$ cat src/rtl/div_result_bcd_formatter.sv
// rtl/div_result_bcd_formatter.sv - signed quotient/remainder to sign + packed BCD formatter
//
// Purpose:
//   Sits behind the signed slow divider. One quotient/remainder pair is captured
//   per transaction and each value is turned into a sign bit plus a packed BCD
//   magnitude. The conversion is a sequential double-dabble that handles one
//   magnitude bit per clock on both values at the same time. A divide-by-zero
//   result skips the conversion and is reported through err.
//
// Ports:
//   clk          rising-edge clock
//   rst_n        asynchronous active-low reset
//   in_valid     divider result valid
//   in_ready     formatter idle and able to accept a result
//   quotient     signed quotient, WIDTH bits
//   remainder    signed remainder, WIDTH bits
//   div_by_zero  divisor was zero; quotient/remainder are ignored
//   out_valid    formatted result available
//   out_ready    consumer accepts the result
//   q_sign       1 = quotient negative
//   q_bcd        quotient magnitude, packed BCD, digit 0 in [3:0]
//   r_sign       1 = remainder negative
//   r_bcd        remainder magnitude, packed BCD, digit 0 in [3:0]
//   err          result came from a divide-by-zero

module div_result_bcd_formatter #(
    parameter int WIDTH  = 4,
    parameter int DIGITS = 2
) (
    input  logic                  clk,
    input  logic                  rst_n,
    input  logic                  in_valid,
    output logic                  in_ready,
    input  logic [WIDTH-1:0]      quotient,
    input  logic [WIDTH-1:0]      remainder,
    input  logic                  div_by_zero,
    output logic                  out_valid,
    input  logic                  out_ready,
    output logic                  q_sign,
    output logic [4*DIGITS-1:0]   q_bcd,
    output logic                  r_sign,
    output logic [4*DIGITS-1:0]   r_bcd,
    output logic                  err
);

    localparam int BW = 4 * DIGITS;
    localparam int CW = $clog2(WIDTH + 1);

    localparam logic [CW-1:0]    CNT_LAST = CW'(WIDTH);
    localparam logic [CW-1:0]    CNT_ONE  = CW'(1);
    localparam logic [WIDTH-1:0] ONE_W    = WIDTH'(1);

    typedef enum logic [1:0] {
        S_IDLE = 2'd0,
        S_CONV = 2'd1,
        S_DONE = 2'd2
    } state_t;

    state_t             state_q, state_d;
    logic [WIDTH-1:0]   q_mag_q, q_mag_d;
    logic [WIDTH-1:0]   r_mag_q, r_mag_d;
    logic [BW-1:0]      q_bcd_q, q_bcd_d;
    logic [BW-1:0]      r_bcd_q, r_bcd_d;
    logic               q_sign_q, q_sign_d;
    logic               r_sign_q, r_sign_d;
    logic               err_q, err_d;
    logic [CW-1:0]      cnt_q, cnt_d;

    // Double-dabble correction: any digit of 5 or more would become >= 10
    // after the next shift, so it is pre-biased by 3 to carry correctly.
    function automatic logic [BW-1:0] add3(input logic [BW-1:0] b);
        logic [BW-1:0] o;
        o = b;
        for (int i = 0; i < DIGITS; i++) begin
            if (b[4*i +: 4] >= 4'd5) begin
                o[4*i +: 4] = b[4*i +: 4] + 4'd3;
            end
        end
        return o;
    endfunction

    // Unsigned magnitude; the most negative value maps to 2**(WIDTH-1),
    // which still fits in WIDTH unsigned bits.
    function automatic logic [WIDTH-1:0] abs_mag(input logic [WIDTH-1:0] x);
        return x[WIDTH-1] ? ((~x) + ONE_W) : x;
    endfunction

    always_ff @(posedge clk or negedge rst_n) begin
        if (!rst_n) begin
            state_q  <= S_IDLE;
            q_mag_q  <= '0;
            r_mag_q  <= '0;
            q_bcd_q  <= '0;
            r_bcd_q  <= '0;
            q_sign_q <= 1'b0;
            r_sign_q <= 1'b0;
            err_q    <= 1'b0;
            cnt_q    <= '0;
        end else begin
            state_q  <= state_d;
            q_mag_q  <= q_mag_d;
            r_mag_q  <= r_mag_d;
            q_bcd_q  <= q_bcd_d;
            r_bcd_q  <= r_bcd_d;
            q_sign_q <= q_sign_d;
            r_sign_q <= r_sign_d;
            err_q    <= err_d;
            cnt_q    <= cnt_d;
        end
    end

    always_comb begin
        state_d  = state_q;
        q_mag_d  = q_mag_q;
        r_mag_d  = r_mag_q;
        q_bcd_d  = q_bcd_q;
        r_bcd_d  = r_bcd_q;
        q_sign_d = q_sign_q;
        r_sign_d = r_sign_q;
        err_d    = err_q;
        cnt_d    = cnt_q;

        case (state_q)
            S_IDLE: begin
                if (in_valid) begin
                    state_d = S_CONV;
                    cnt_d   = '0;
                    q_bcd_d = '0;
                    r_bcd_d = '0;
                    if (div_by_zero) begin
                        err_d    = 1'b1;
                        q_sign_d = 1'b0;
                        r_sign_d = 1'b0;
                        q_mag_d  = '0;
                        r_mag_d  = '0;
                    end else begin
                        // A set MSB always means a non-zero value, so a zero
                        // magnitude can never carry a negative sign here.
                        err_d    = 1'b0;
                        q_sign_d = quotient[WIDTH-1];
                        r_sign_d = remainder[WIDTH-1];
                        q_mag_d  = abs_mag(quotient);
                        r_mag_d  = abs_mag(remainder);
                    end
                end
            end

            S_CONV: begin
                // One settling cycle after the last shift keeps the accept to
                // out_valid latency at WIDTH+1; an error result has nothing to
                // convert and leaves after that single cycle.
                if (err_q || (cnt_q == CNT_LAST)) begin
                    state_d = S_DONE;
                end else begin
                    {q_bcd_d, q_mag_d} = {add3(q_bcd_q), q_mag_q} << 1;
                    {r_bcd_d, r_mag_d} = {add3(r_bcd_q), r_mag_q} << 1;
                    cnt_d = cnt_q + CNT_ONE;
                end
            end

            S_DONE: begin
                if (out_ready) begin
                    state_d = S_IDLE;
                end
            end

            default: begin
                state_d = S_IDLE;
            end
        endcase
    end

    assign in_ready  = (state_q == S_IDLE);
    assign out_valid = (state_q == S_DONE);
    assign q_sign    = q_sign_q;
    assign q_bcd     = q_bcd_q;
    assign r_sign    = r_sign_q;
    assign r_bcd     = r_bcd_q;
    assign err       = err_q;

endmodule

$ cat config.mk
export PLATFORM = sky130hd
export DESIGN_NAME = div_result_bcd_formatter
export DESIGN_NICKNAME = d
export VERILOG_FILES = /design/src/rtl/div_result_bcd_formatter.sv
export SDC_FILE = /design/constraint.sdc
export NUM_CORES = 1
export LEC_CHECK = 0
export CORE_MARGIN = 10
export CORE_UTILIZATION = 40
export DETAILED_ROUTE_END_ITERATION = 16
export HOLD_SLACK_MARGIN = 0.02
export SYNTH_ARGS = -nofsm -noshare
export SYNTH_HDL_FRONTEND = slang
export SYNTH_SLANG_ARGS = --single-unit
export TNS_END_PERCENT = 1
$ cat constraint.sdc
create_clock -name clk -period 2 [get_ports clk]
set_clock_uncertainty 0.2 [all_clocks]
set_input_delay 0.5 -clock clk [delete_from_list [all_inputs] [get_ports clk]]
set_output_delay 0.5 -clock clk [all_outputs]
set_load 0.03 [all_outputs]
Word level (Yosys, flattened, before mapping)
Cells that the tools add are included.

Register bits: 32. Bits of input ports: 13. Output and inout bits: 21. Logic and storage cells: 64.

$add $sub $neg: 7. Order comparisons: 4. Equal/unequal tests: 7. Multiplexer cells: 29. Bitwise operators: 2. Reduce and logical (&&, ||, !) cells: 6.

Operator list (count): $mux W4 (10); $pmux W8 S2 (2); $mux W8 (3); $ge A4 B3 Y1 const B (4); $pmux W4 S2 (2); $mux W3 (4); $add A4 B1 Y4 const B (2); $add A4 B2 Y4 const B (2); $not A4 Y4 (2); $add A3 B2 Y3 const B (2); $mux W2 (3); $ne A2 B2 Y1 const B (3); $pmux W2 S3 (1); $pmux W3 S2 (1); $reduce_and A3 Y1 (2); $add A3 B1 Y3 const B (1); $eq A3 B3 Y1 const B (1); $mux W1 (3); $eq A2 B1 Y1 const B (1); $eq A2 B2 Y1 const B (1); $logic_not A2 Y1 (1); $ne A2 B1 Y1 const B (1); $reduce_and A2 Y1 (1); $reduce_bool A2 Y1 (1); $logic_or A1 B1 Y1 (1).

Depth between registers and ports, before layout
Gate-level depths: netlist (run 1).

Word-level depth: 6. Gate-level depth with buffers: 8. Mapped depth without buffers: 6.

Worst setup path before layout (run 1)
No wires, ideal clock.

Path kind: flip-flop to flip-flop. From: reg state_q[1]. To: reg err_q, in the netlist err. Setup time: 128 ps. Data arrival time: 1676 ps. Required time: 1672 ps. Setup slack: -4 ps. Stages on the path, launching flop included: 6. Buffers on the path: 2. Period minus slack after synthesis: 2004 ps. Cell sequence: dfrtp_1 > buf_2 > nor2_1 > nand2_1 > buf_2 > mux2_1.

Cells in the longest elaborated chain, start to end: 2.

RTL lines: start, declared (RTL line 59) `state_t state_q, state_d;`; start signal, assigned (RTL line 100) `state_q <= state_d;`; $logic_not A2 Y1; net in_ready (RTL line 33) `output logic in_ready,`; $reduce_and A2 Y1 (no source line); end signal, assigned (RTL line 107) `err_q <= err_d;`; end, declared (RTL line 66) `logic err_q, err_d;`.

The timed path passes the listed nets, and every way through them passes these cells. A chain may end at the register's enable or synchronous reset.

Worst setup path after layout (run 1)
From: reg cnt_q[0]. To: reg q_mag_q[1].

Cells in the longest elaborated chain, start to end: 4.

RTL lines: start, declared (RTL line 67) `logic [CW-1:0] cnt_q, cnt_d;`; start signal, assigned (RTL line 108) `cnt_q <= cnt_d;`; $eq A3 B3 Y1 (RTL line 152) `if (err_q || (cnt_q == CNT_LAST)) begin`; $logic_or A1 B1 Y1 (RTL line 152); $ne A2 B2 Y1 (no source line); $reduce_and A3 Y1 (no source line); end signal, assigned (RTL line 101) `q_mag_q <= q_mag_d;`; end, declared (RTL line 60) `logic [WIDTH-1:0] q_mag_q, q_mag_d;`.

Every way passes these cells.

==> metrics.md, run 1 <==
| Metric | Value |
|---|---|
| # hold bufs at CTS | `0` |
| Die footprint | `roughly 7400 um2` |
| Headroom to the max-slew limit | `0.7567` |
| Flop pwr share | `0.338` |
| H-Tree Depth | `2` |
| DRT Pass-1 Iters | `4` |
| Syn_nets | `193` |
| DR vias | `about 1,400` |
| Cell variety after synth | `33` |
| Cell chain of the critical path | `inv_2, ha_4, a21oi_4, mux2i_2, or2_4, buf_12, a221o_1` |
| Critical path buffer and inverter count | `2` |
| Outcome | `completed` |
| CTS Buf Count | `5` |
| Synth top area cells | `dfrtp_1 46%, ha_1 8.6%, a22o_1 5.5%` |
| Cells after Synth | `between 150 and 200` |
| Share of post-route cells with drive strength above 1 | `0.1606` |
| Synth warnings | `0` |
| Slowest stage delay, CP | `0.38 ns` |
| First-pass GRT wire length | `about 6.9 mm` |
| Most common cell after layout, fill and taps aside | `dfrtp_1` |
| CTS tree | `done` |
| DRC Markers | `0` |
| Hold_sp | `r_sign` |
| Comb pwr share | `0.512` |
| Slew Limit Fails | `0` |
| Mean post-synth cell area | `roughly 10 um2` |
| Worst reg2reg endpoint | `q_mag_q[1]` |
| Maximum root-to-sink buffer count | `2` |
| Sw Ratio | `0.4010` |
| Initial antenna violation count | `0` |
| Worst ir drop on vdd | `approximately 0.63 mV` |
| #FFs+latches synth | `32` |
| Core Footprint | `approximately 4300 um2` |
| R2R depth | `7` |
| I/O Buffers | `33` |
| Initial drt markers | `between 60 and 70` |
| Worst Path Max Fanout | `10` |
| Internal Power | `around 0.0017 W` |
| Most frequent cells in the layout | `32 x dfrtp_1, 19 x dlygate4sd2_1, 18 x buf_4` |
| P_sw | `0.001155 W` |
| Slowest cell on the critical path | `dfrtp_1` |
| Routed wire per std cell | `15.57 um` |
| PD cells | `1215 nW/um2` |
| Ant. Diodes | `0` |
| Hold_ws | `between 0.2 and 0.3 ns` |
| Clock slew at reported path FFs | `about 0.060 ns` |
| Crit. Startpoint | `cnt_q[0]` |
| Reg2reg setup slack | `roughly 0.073 ns` |
| MaxCap Viol Count | `0` |
| Worst hold path type | `reg2reg` |
| CP top delay family | `compound AO/OA/AOI/OAI gates` |
| CTS sink cnt | `32` |
| Die Span X | `approximately 86 um` |
| Vias in the first global route | `1,500` |
| WP depth | `7` |
| Startpoint types | `register` |
| GRT Total Usage | `0.1141` |
| Leakage power | `1.224 nW` |
| Tcrit/Tclk final | `0.9633` |
| Register area share after synthesis | `0.4568` |
| Area growth, synth to finish | `35.33%` |
| # setup viols final | `0` |
| Hpwl dp | `3.041 mm` |
| Worst R2R Start | `cnt_q[0]` |
| Largest net degree at the start of global routing | `33` |
| Fin nets | `between 200 and 250` |
| Fillers | `between 300 and 400` |
| Via density | `~5.3` |
| Root buf cell | `clkbuf_8` |
| I/O pins | `34` |
| Core Rows | `24` |
| Final Hold Vio Count | `0` |
| Area leader, netlist | `dfrtp_1` |
| CP Data Arrival Time | `~1.9 ns` |
| Fin util | `0.5524` |
| GPL Wtd Cong | `0.7723` |
| Worst-margin pin slew | `between 0.3 and 0.4 ns` |
| Clk Latency, worst-skew pair | `~0.27 ns` |
| Top-area cell type share of the netlist area | `0.4568` |
| Die Span Y | `between 80 and 90 um` |
| Maximum clock rate | `519.0 MHz` |
| Final ANT Viol Nets | `0` |
| Routed WL | `between 4 and 5 mm` |
| Total congestion overflow | `0` |
| WP data required | `around 2.0 ns` |
| Clock network fraction of total power | `0.150` |
| Worst setup path endpoint | `q_mag_q[1]` |
| Mapped Area | `approximately 1800 um2` |
| RSZ-0062 raised after global routing | `no` |
| Period minus WS final | `1.927 ns` |
| Crit end category | `register` |
| Starting Density | `0.4082` |
| Critical setup path kind | `reg2reg` |
[cells by family after synthesis]
family          synth area share
mux                      0.04854
fa+ha+maj                0.08565
simple gates              0.1056
compound gates            0.1999
buf+inv                  0.05852
flops                     0.4568
xor+xnor                 0.04497
[how the worst min path moves through the flow]
stage / to / slack (ns) / cells after the start
detailed placement: r_sign / 0.29 / 2
global route: q_bcd[0] / 0.34 / 1
CTS: r_sign / 0.30 / 2
finish: r_sign / 0.29 / 2
global placement: q_sign / 0.27 / 2
floorplan: cnt_q[0] / 0.004 / 0
[what timing repair did]
action	CTS	global route
pin swaps	0	2
cloned	0	1
setup buffers	0	4
resized for setup	19	4
endpoints found under the setup margin	20	17
[layout make-up]
type	instances	area, um2	area share
multi-input cells	111	867.1	0.3655
flip-flops and latches	32	800.8	0.3376
repair buffers	53	506.7	0.2136
clock buffers	5	68.82	0.02901
well taps	52	65.06	0.02743
inverters	17	63.81	0.02690
[per-stage QoR]
stage	setup WS, ns	cell area, um2	cells	total power (W)	setup TNS [ns]
5_1_grt	0.01480	2372	270	0.003081	0
6_report	0.07332	2372	270	0.002881	0
4_1_cts	-0.01208	2302	265	0.002751	-0.01208
3_5_place_dp	-0.1328	2257	260	0.002356	-1.356
3_3_place_gp	-0.09214	2257	260	0.002297	-0.8142
2_1_floorplan	0.1180	1755	168	0.001804	0
[worst reg2reg max path, cell delays in order, from the launching register on]
cell     delay, ns
dfrtp_1       0.38
inv_2         0.06
ha_4          0.17
a21oi_4       0.18
mux2i_2       0.10
or2_4         0.28
buf_12        0.15
a221o_1       0.30
[per-layer routing]
metal / GRT usage / vias up / routed length (um)
met3: 0.04409 / 2 / 228
met4: 0.03535 / 0 / 20
met2: 0.1934 / 32 / 2040
met5: 0 / - / 0
met1: 0.1294 / 696 / 1916
li1: - / 692 / -
[power groups by stage]
stage | logic (W) | clock network (W) | registers, W
after floorplan | 0.000714 | 0 | 0.00109
after global placement | 0.00132 | 0 | 0.000975
after detailed placement | 0.00137 | 0 | 0.000988
after CTS | 0.00133 | 0.000448 | 0.000977
after global routing | 0.00161 | 0.000477 | 0.000994
final | 0.00147 | 0.000433 | 0.000974
[synthesized netlist by cell type (all sizes together)]
master / instances
a22o: 11
inv: 17
mux2i: 7
a21o: 2
a22oi: 1
mux2: 1
nor3: 6
a211o: 4
o2bb2ai: 1
nand2b: 8
a21oi: 7
o31ai: 2
and2: 1
nand3: 5
dfrtp: 32
nor2b: 2
xor2: 3
ha: 12
xnor2: 6
a32o: 4
o22ai: 1
o21ai: 8
or2: 1
clkbuf: 1
nor2: 9
buf: 7
nand2: 5
a221o: 4
[flip-flops by register name (all words and copies together), names as in the netlist]
signal,cells
err,1
r_mag_q,4
q_sign,1
q_bcd,8
q_mag_q,4
r_sign,1
r_bcd,8
state_q,2
cnt_q,3
No activity file was read; power rests on OpenSTA's default activity.
==> run 2: changes to the inputs <==
--- a/config.mk
+++ b/config.mk
@@ -7,6 +7,7 @@
 export LEC_CHECK = 0
 export CORE_MARGIN = 10
 export CORE_UTILIZATION = 40
+export CTS_BUF_LIST = sky130_fd_sc_hd__clkbuf_8
 export DETAILED_ROUTE_END_ITERATION = 16
 export HOLD_SLACK_MARGIN = 0.02
 export SYNTH_ARGS = -nofsm -noshare
==> results of run 2 <==
The final DEF is identical to that of run 1; final timing and power are the same.
